$ cat src/rtl/register_write_arbiter.sv
`default_nettype none
// ============================================================================
// Module      : register_write_arbiter
// Description : Round-robin write arbiter for one shared WIDTH-bit holding
//               register. The granted requester writes its data slice every
//               cycle it keeps req high; a hold limit forces handoff when
//               other requesters are waiting.
// Revision    : 1.0 - initial release
// ============================================================================
module register_write_arbiter #(
  parameter int WIDTH    = 8,
  parameter int NUM_REQ  = 4,
  parameter int MAX_HOLD = 4
) (
  input  logic                     clk,
  input  logic                     rst_n,
  input  logic [NUM_REQ-1:0]       req,
  input  logic [NUM_REQ*WIDTH-1:0] wdata,
  output logic [NUM_REQ-1:0]       gnt,
  output logic                     busy,
  output logic [$clog2(NUM_REQ)-1:0] owner_id,
  output logic [WIDTH-1:0]         data_out,
  output logic                     data_valid
);

  localparam int IDW = $clog2(NUM_REQ);
  // hold counter needs at least one bit even when MAX_HOLD is 1
  localparam int HCW = (MAX_HOLD > 1) ? $clog2(MAX_HOLD) : 1;
  localparam logic [HCW-1:0] c_hold_last = HCW'(MAX_HOLD - 1);

  typedef enum logic [0:0] {
    ST_IDLE = 1'b0,
    ST_OWN  = 1'b1
  } state_t;

  state_t             r_state;
  logic [HCW-1:0]     r_hold_cnt;
  logic [IDW-1:0]     r_owner_id;
  logic [NUM_REQ-1:0] r_gnt;
  logic               r_busy;
  logic [WIDTH-1:0]   r_data_out;
  logic               r_data_valid;

  logic [WIDTH-1:0]   w_slice [NUM_REQ];
  logic               w_other_found;
  logic [IDW-1:0]     w_other_idx;
  logic [IDW-1:0]     w_sel_idx;
  logic               w_owner_req;
  logic               w_at_limit;

  function automatic logic [NUM_REQ-1:0] onehot(input logic [IDW-1:0] idx);
    logic [NUM_REQ-1:0] v;
    v      = '0;
    v[idx] = 1'b1;
    return v;
  endfunction

  // Split the flat write bus into per-requester slices
  always_comb begin
    for (int i = 0; i < NUM_REQ; i++) begin
      w_slice[i] = wdata[i*WIDTH +: WIDTH];
    end
  end

  // Round-robin search over everyone except the current/last owner,
  // starting just after it; the owner itself is the lowest-priority fallback
  always_comb begin
    logic [IDW-1:0] idx;
    w_other_found = 1'b0;
    w_other_idx   = r_owner_id;
    idx           = r_owner_id;
    for (int k = 1; k < NUM_REQ; k++) begin
      idx = r_owner_id + IDW'(k);
      if (!w_other_found && req[idx]) begin
        w_other_found = 1'b1;
        w_other_idx   = idx;
      end
    end
    w_sel_idx   = w_other_found ? w_other_idx : r_owner_id;
    w_owner_req = req[r_owner_id];
    w_at_limit  = (r_hold_cnt == c_hold_last);
  end

  // Ownership state machine plus the shared register itself
  always_ff @(posedge clk or negedge rst_n) begin
    if (!rst_n) begin
      r_state      <= ST_IDLE;
      r_hold_cnt   <= '0;
      r_owner_id   <= IDW'(NUM_REQ - 1);
      r_gnt        <= '0;
      r_busy       <= 1'b0;
      r_data_out   <= '0;
      r_data_valid <= 1'b0;
    end else begin
      case (r_state)
        ST_IDLE: begin
          if (|req) begin
            r_state    <= ST_OWN;
            r_owner_id <= w_sel_idx;
            r_gnt      <= onehot(w_sel_idx);
            r_busy     <= 1'b1;
            r_hold_cnt <= '0;
          end
        end
        ST_OWN: begin
          if (w_owner_req) begin
            r_data_out   <= w_slice[r_owner_id];
            r_data_valid <= 1'b1;
            if (w_at_limit && w_other_found) begin
              // limit reached with someone waiting: this write lands, then hand off
              r_owner_id <= w_other_idx;
              r_gnt      <= onehot(w_other_idx);
              r_hold_cnt <= '0;
            end else if (!w_at_limit) begin
              r_hold_cnt <= r_hold_cnt + 1'b1;
            end
          end else if (w_other_found) begin
            r_owner_id <= w_other_idx;
            r_gnt      <= onehot(w_other_idx);
            r_hold_cnt <= '0;
          end else begin
            r_state <= ST_IDLE;
            r_gnt   <= '0;
            r_busy  <= 1'b0;
          end
        end
        default: begin
          r_state <= ST_IDLE;
          r_gnt   <= '0;
          r_busy  <= 1'b0;
        end
      endcase
    end
  end

  assign gnt        = r_gnt;
  assign busy       = r_busy;
  assign owner_id   = r_owner_id;
  assign data_out   = r_data_out;
  assign data_valid = r_data_valid;

endmodule
`default_nettype wire

$ cat config.mk
export PLATFORM = sky130hd
export DESIGN_NAME = register_write_arbiter
export DESIGN_NICKNAME = d
export VERILOG_FILES = /design/src/rtl/register_write_arbiter.sv
export SDC_FILE = /design/constraint.sdc
export NUM_CORES = 1
export LEC_CHECK = 0
export CAP_MARGIN = 20
export CORE_MARGIN = 8
export CORE_UTILIZATION = 40
export DETAILED_ROUTE_END_ITERATION = 8
export PLACE_DENSITY = 0.79
export SETUP_SLACK_MARGIN = 0.05
export SLEW_MARGIN = 15
export SYNTH_ARGS = -nofsm -noshare
export SYNTH_HDL_FRONTEND = slang
export SYNTH_SLANG_ARGS = --single-unit
$ cat constraint.sdc
create_clock -name clk -period 2.3 [get_ports clk]
set_clock_uncertainty 0.05 [all_clocks]
set_input_delay 0.345 -clock clk [delete_from_list [all_inputs] [get_ports clk]]
set_output_delay 0.345 -clock clk [all_outputs]
set_load 0.005 [all_outputs]
Word level (Yosys, flattened, before mapping)
Index checks and enable logic that the tools add are counted.
- flip-flop bits (word level): 19
- magnitude comparators: 9
- mux-type cells: 45
- bitwise logic cells: 2
- equal/unequal tests: 7
- $add $sub $neg: 4
- reduce and logical (&&, ||, !) cells: 12
- operators by type and width (operator ; number):
    2-to-1 mux 2 bit ; 12
    < comparator 2 x 3 -> 1 bit, second input constant ; 6
    binary-select mux 8 bit (select 2 bit) ; 1
    2-to-1 mux 4 bit ; 4
    2-to-1 mux 8 bit ; 2
    2-to-1 mux 1 bit ; 15
    binary-select mux 1 bit (select 2 bit) ; 4
    case mux 2 bit (2 select lines) ; 2
    case mux 4 bit (2 select lines) ; 1
    != test 2 bit, second input constant ; 3
    AND reduction 3 bit ; 2
    logical AND 1 bit ; 5
    adder 2 x 1 -> 2 bit, second input constant ; 2
    adder 2 bit, second input constant ; 2
    demux 1 bit (select 2 bit) ; 2
    >= comparator 2 x 1 -> 1 bit, second input constant ; 2
    != test 4 x 3 -> 1 bit, second input constant ; 1
    case mux 1 bit (2 select lines) ; 2
    AND reduction 2 bit ; 2
    OR reduction 4 bit ; 1
    >= comparator 3 bit, second input constant ; 1
    != test 3 x 1 -> 1 bit, second input constant ; 1
    != test 3 x 2 -> 1 bit, second input constant ; 1
    NOT 2 -> 3 bit ; 1
    other kinds (3) ; 4

Logic depth before layout (Yosys ltp)
- depth after elaboration: 17
- gate-level depth with buffers: 6
- depth with buffers taken out: 5

Worst setup path before layout
No wires, ideal clock.
- path type: reg-to-reg
- start point: reg r_owner_id[1] (netlist: owner_id[1])
- end point: reg r_owner_id[1] (netlist: owner_id[1])
- buffers on the path: 1
- slack: 0.293 ns
- stages on the path, launching flop included: 7
- arrival time: 1.874 ns
- path through: dfstp_2 > buf_6 > or4b_1 > a2bb2oi_1 > a31oi_4 > a21o_4 > mux2_4
- longest elaborated chain between the ends: 13
- elaborated cells on any way between the ends: 29
- RTL lines (what ; line ; text):
    start: declaration ; 38 ; logic [IDW-1:0] r_owner_id;
    start signal: assignment ; 89 ; r_owner_id <= IDW'(NUM_REQ - 1);
    start signal: assignment ; 99 ; r_owner_id <= w_sel_idx;
    start signal: assignment ; 111 ; r_owner_id <= w_other_idx;
    adder 2 x 1 -> 2 bit ; 73 ; idx = r_owner_id + IDW'(k);
    binary-select mux 1 bit (select 2 bit) ; 74 ; if (!w_other_found && req[idx]) begin
    2-to-1 mux 1 bit (not written as such) ; 74 ;
    2-to-1 mux 1 bit ; 74 ;
    logical NOT 1 bit ; 74 ;
    logical AND 1 bit ; 74 ;
    2-to-1 mux 1 bit ; 74 ;
    logical NOT 1 bit ; 74 ;
    logical AND 1 bit ; 74 ;
    2-to-1 mux 2 bit or 2-to-1 mux 1 bit (tied branches) ; 74 ;
    2-to-1 mux 2 bit (tied with other cells) ; 117 ; end else if (w_other_found) begin
    2-to-1 mux 2 bit (tied with other cells) ; 106 ; if (w_owner_req) begin
    case mux 2 bit (2 select lines) or AND reduction 2 bit (tied branches) ; n/a ;
Parallel ways exist; a longest one is shown, timed or not. The select of a mux whose other input is x is not followed.
A chain may end at the register's enable or synchronous reset.

Worst setup path after layout
Same ends and word-level chain as after synthesis.

==> results.tsv <==
metric	value	unit
final setup fails	0	
die height	69	µm
share of layout cells above drive strength 1	0.259	
GRT overflow	0	
number of hold buffers added after cts	0	
share of the synthesized area in the top cell type	0.379	
vias in the first global route	1061	
Critical Path RT	2480	ps
vias post-DR	967	
Post-synth EDFFs	0	
Root Driver	clkbuf_4	
Final GP Congestion	0.796	
Synth Area per Inst	13.2	µm²
CTS max path bufs	2	
H-tree depth	1	
Layout Nets	187	
fin crit period	2100	ps
P_leak	0.000720	µW
post-CTS sizing	0	
Mapped Area	1120	µm²
core area	2710	µm²
drt wl/cell	17.4	µm
CTS buffer count	3	
TNS Setup	0	ps
Slew @ Worst Pin	403	ps
P&R area growth vs syn	56.7	%
Clock Sinks	19	
DIE WIDTH	69	µm
Placed Cells	174	
vias per cell	5.43	
DRT iter0 DRCs	14	
largest net degree at the start of global routing	20	
HPWL after DPL	2580	µm
Hold WC Path Type	input port to async pin	
Synth area leader	dfrtp_1	
final wirelength	3090	µm
startpoint types	register	
num rows	19	
Power Dens Cells	1080	nW/µm²
dpl cell area	1730	µm²
Seq/Total Area, Yosys	0.425	
Top FF cell, synth	dfrtp_1	
crit path capture type	register	
final period utilization	0.912	
cell area after layout	1760	µm²
post-synthesis register bit count	19	
unrepaired setup endpoints after global routing	false	
outcome	finished clean	
Synth cell types	31	
final core occ	0.650	
post-route antenna net violation count	0	
CTS clock-pin slew for the worst setup and hold paths	100	ps
count leader, synth	dfrtp_1	
syn nets	124	
most common library cells after synthesis	dfrtp_1, mux4_2, mux2_2	
Slew Limit Fails	0	
global-route wire length before repair	5240	µm
Max Cap Viol	0	
CTS tree	built	
critical path peak fanout	11	
Mapped Cells	85	
top post-synthesis cells by area	dfrtp_1, mux4_2, mux2_2	
1st-pass router iterations	4	
Die Area	4760	µm²
f_max	0.477	GHz
I/O Pins	54	
Yosys warnings	0	
Initial Utilization	0.415	
clk_lat worst skew	290	ps
Max rail drop VDD	0.756	mV
initial antenna violation count	0	
post-CTS setup buffers	0	
total track usage	0.132	
DR DRC count	0	
critical path data arrival time	2270	ps
Post-Layout Cell Count	178	
Crit Path Category	register to register	
Async S/R FF share, synth	1.00	
Hold Fails Final Rpt	0	
slew margin rel.	0.730	
ant diodes	0	
IO buf count	53	
==> report_power, final <==
group	total (µW)	switching (µW)	internal (µW)	leakage (µW)
logic	1110	397	717	0.000483
registers	620	130	490	0.000222
clock network	164	96.6	67.5	0.0000150
==> critical path, stage by stage, from the launching register on <==
cell,delay [ps]
dfstp_2,660
or4b_1,460
a2bb2oi_1,180
a31oi_4,230
a21o_4,150
mux2_4,300
==> routing by layer <==
layer	vias up	GRT usage	wire [µm]
li1	452	-	-
met1	481	0.142	1230
met2	32	0.236	1650
met3	2	0.0415	160
met4	0	0.0478	40
met5	-	0	0
==> placed cells by master, fill, tap and decap left out, drive strengths merged, types with 2 or more instances in the layout <==
cell,instances
clkdlybuf4s50,53
dfrtp,17
mux4,9
buf,9
mux2,9
nor2,6
inv,4
nand2b,4
nand2,4
clkbuf,4
a21oi,3
nor3,3
a32o,3
mux2i,2
a22o,2
dfstp,2
a31oi,2
a21o,2
==> final timing paths <==
| path | startpoint | slack, ps | end | depth (start not counted) |
|---|---|---|---|---|
| worst min-delay path | rst_n | 320 | r_state | 2 |
| worst max register to register | owner_id[1] | 200 | owner_id[1] | 5 |
| max in group asynchronous | rst_n | 1600 | owner_id[0] | 2 |
| worst max-delay path | owner_id[1] | 200 | owner_id[1] | 5 |
| min in group clk | data_valid | 440 | data_valid | 1 |
| worst min register to register | data_valid | 440 | data_valid | 1 |
==> stage by stage <==
| stage | power [µW] | worst slack, ps | hold WS, ps |
|---|---|---|---|
| after detailed placement | 1760 | 36.1 | 411 |
| after global routing | 2050 | 135 | 337 |
| final | 1900 | 202 | 324 |
| after global placement | 1720 | 60.0 | 400 |
| after CTS | 1930 | 193 | 326 |
| after floorplan | 1280 | 293 | -0.591 |
==> layout make-up <==
cell class	instances	area [µm²]
fill	229	950
multi-input combinational	58	604
timing repair buffer	62	598
sequential	19	478
tap	31	38.8
clock buffer	4	26.3
inverter	4	15.0
==> sequential cells by signal (all words and copies together) (netlist names) <==
signal      flops
busy            1
data_out        8
data_valid      1
gnt             4
owner_id        2
r_hold_cnt      2
r_state         1
==> cell families (layout without fill, tap and decap cells) <==
kind of cell               Yosys count  count (layout)  synth area share
adders and majority gates            2               2            0.0200
AOI/OAI and AO/OA                   14              14             0.116
DFF                                 19              19             0.425
muxes                               20              20             0.292
and+or+nand+nor                     22              22             0.110
buffers and inverters                8              70            0.0367
(Power assumes the default switching activity.)
==> RTL change (config.mk and constraints unchanged) <==
Change the parameter `WIDTH` from 8 to 10.
--- a/src/rtl/register_write_arbiter.sv
+++ b/src/rtl/register_write_arbiter.sv
@@ -10,3 +10,3 @@
 module register_write_arbiter #(
-  parameter int WIDTH    = 8,
+  parameter int WIDTH    = 10,
   parameter int NUM_REQ  = 4,
Interface: changed (resized data_out and wdata); port bits go from 54 to 64. No check against the original RTL was run, so the function may have changed too.
==> RTL change against the unedited design <==
Sequential power grew 6.9%. Utilization grew 1.3 points. Synthesized area grew 12%. Combinational power grew 15%. Synthesized cell count grew 8.2%. Routed wire length grew 14%. Count of clock-buffer cells in the layout is the same. Global-route usage grew 1.6 points. Worst setup slack gained 0.0049 ns. Power grew 12%. Non-clock buffer count grew 11. Sequential cell count grew 2. Design area grew 14%.
==> RTL change: results (changes against the unedited design) <==
outcome complete, no violations; Net count, final 212 (+13%); sequential share of the synthesized area 42.07% (-0.47 points); hpwl dp 2952 µm (+14%); largest net degree at the start of global routing 22 (+10%); port buffer count 63 (+19%); WP data arrival 2.28 ns; wire per inst 17.00 µm (-2.0%); post-synth cell types 34 (+9.7%); Crit Path Max Fanout 16 (+5); worst reg2reg startpoint owner_id[1]; fraction of layout cells with a size suffix above 1 24.39% (-1.5 points); Critical-path top delay cell dfstp_2; reg2reg path depth 6 (+1); syn nets 139 (+12%); Max VDD drop 0.6558 mV (-13%); max reg flops 10 (+2); Post-synth top cells dfrtp_1, mux4_2, mux2_2; routability cong. 0.8641 (+8.6%); DRT iter0 DRCs 17 (+3); total track usage 14.83% (+1.6 points); post-DR vias/cell 5.178 (-4.7%); Largest delay share family, worst path compound AO/OA/AOI/OAI gates; initial antenna violation count 0 (unchanged); Synth area leaders dfrtp_1, mux4_2, mux2_2; worst rel slew slack 76.86% (+3.9 points); Critical Path Max Stage Delay 0.63 ns (-0.03 ns); leakage 0.8124 nW (+13%); fillers 245 (+7.0%); first-pass GRT wire length 6182 µm (+18%); vias in the first global route 1261 (+19%); worst min path class input port to asynchronous set/reset pin; worst hold slack 0.3318 ns (+0.007460 ns)
RTL change: metal layers:
metal  GRT usage, %  part of all wire (%)  vias up  wire (µm)
met1          15.08                    35      533       1252
li1               -                     -      501          -
met2          28.14                    56       39       1965
met4          4.082                   1.5        0         54
met3          4.683                   7.5        4        264
met5              0                     0        -          0
RTL change: kinds of logic (layout without fill, tap and decap cells):
family	after synthesis	after routing	share of synthesized area (%)
and+or+nand+nor	22	22	9.870
muxes	24	24	31.81
buffers and inverters	9	81	4.087
DFF	21	21	42.07
adders and majority gates	2	2	1.794
AOI/OAI and AO/OA	14	14	10.37
RTL change: area by class of cell:
type | instances | area (µm²) | share of cell area (%)
Timing Repair Buffer | 73 | 705.7 | 35.18
Tap cell | 44 | 55.05 | 2.745
Inverter | 4 | 15.01 | 0.7486
Clock buffer | 4 | 26.28 | 1.310
Sequential cell | 21 | 528.0 | 26.33
Multi-Input combinational cell | 62 | 675.6 | 33.69
RTL change: per-stage QoR:
step                area, µm²  setup slack [ns]  utilization, %  total power, W  instances
floorplan                1255            0.2783               -        0.001438         92
global placement         1979           0.04917           65.37        0.001921        204
detailed placement       1979         0.0002800           65.37        0.001971        204
CTS                      2006            0.1877           66.24        0.002146        208
global route             2006            0.1103           66.24        0.002282        208
finish                   2006            0.2064           66.24        0.002116        208
RTL change: report_power, final:
group | internal [W] | leakage [nW] | switching [W] | total [W]
clock network | 0.0000675 | 0.0150 | 0.000106 | 0.000173
registers | 0.000543 | 0.246 | 0.000120 | 0.000663
logic | 0.000807 | 0.552 | 0.000472 | 0.00128
total | 0.00142 | 0.812 | 0.000698 | 0.00212
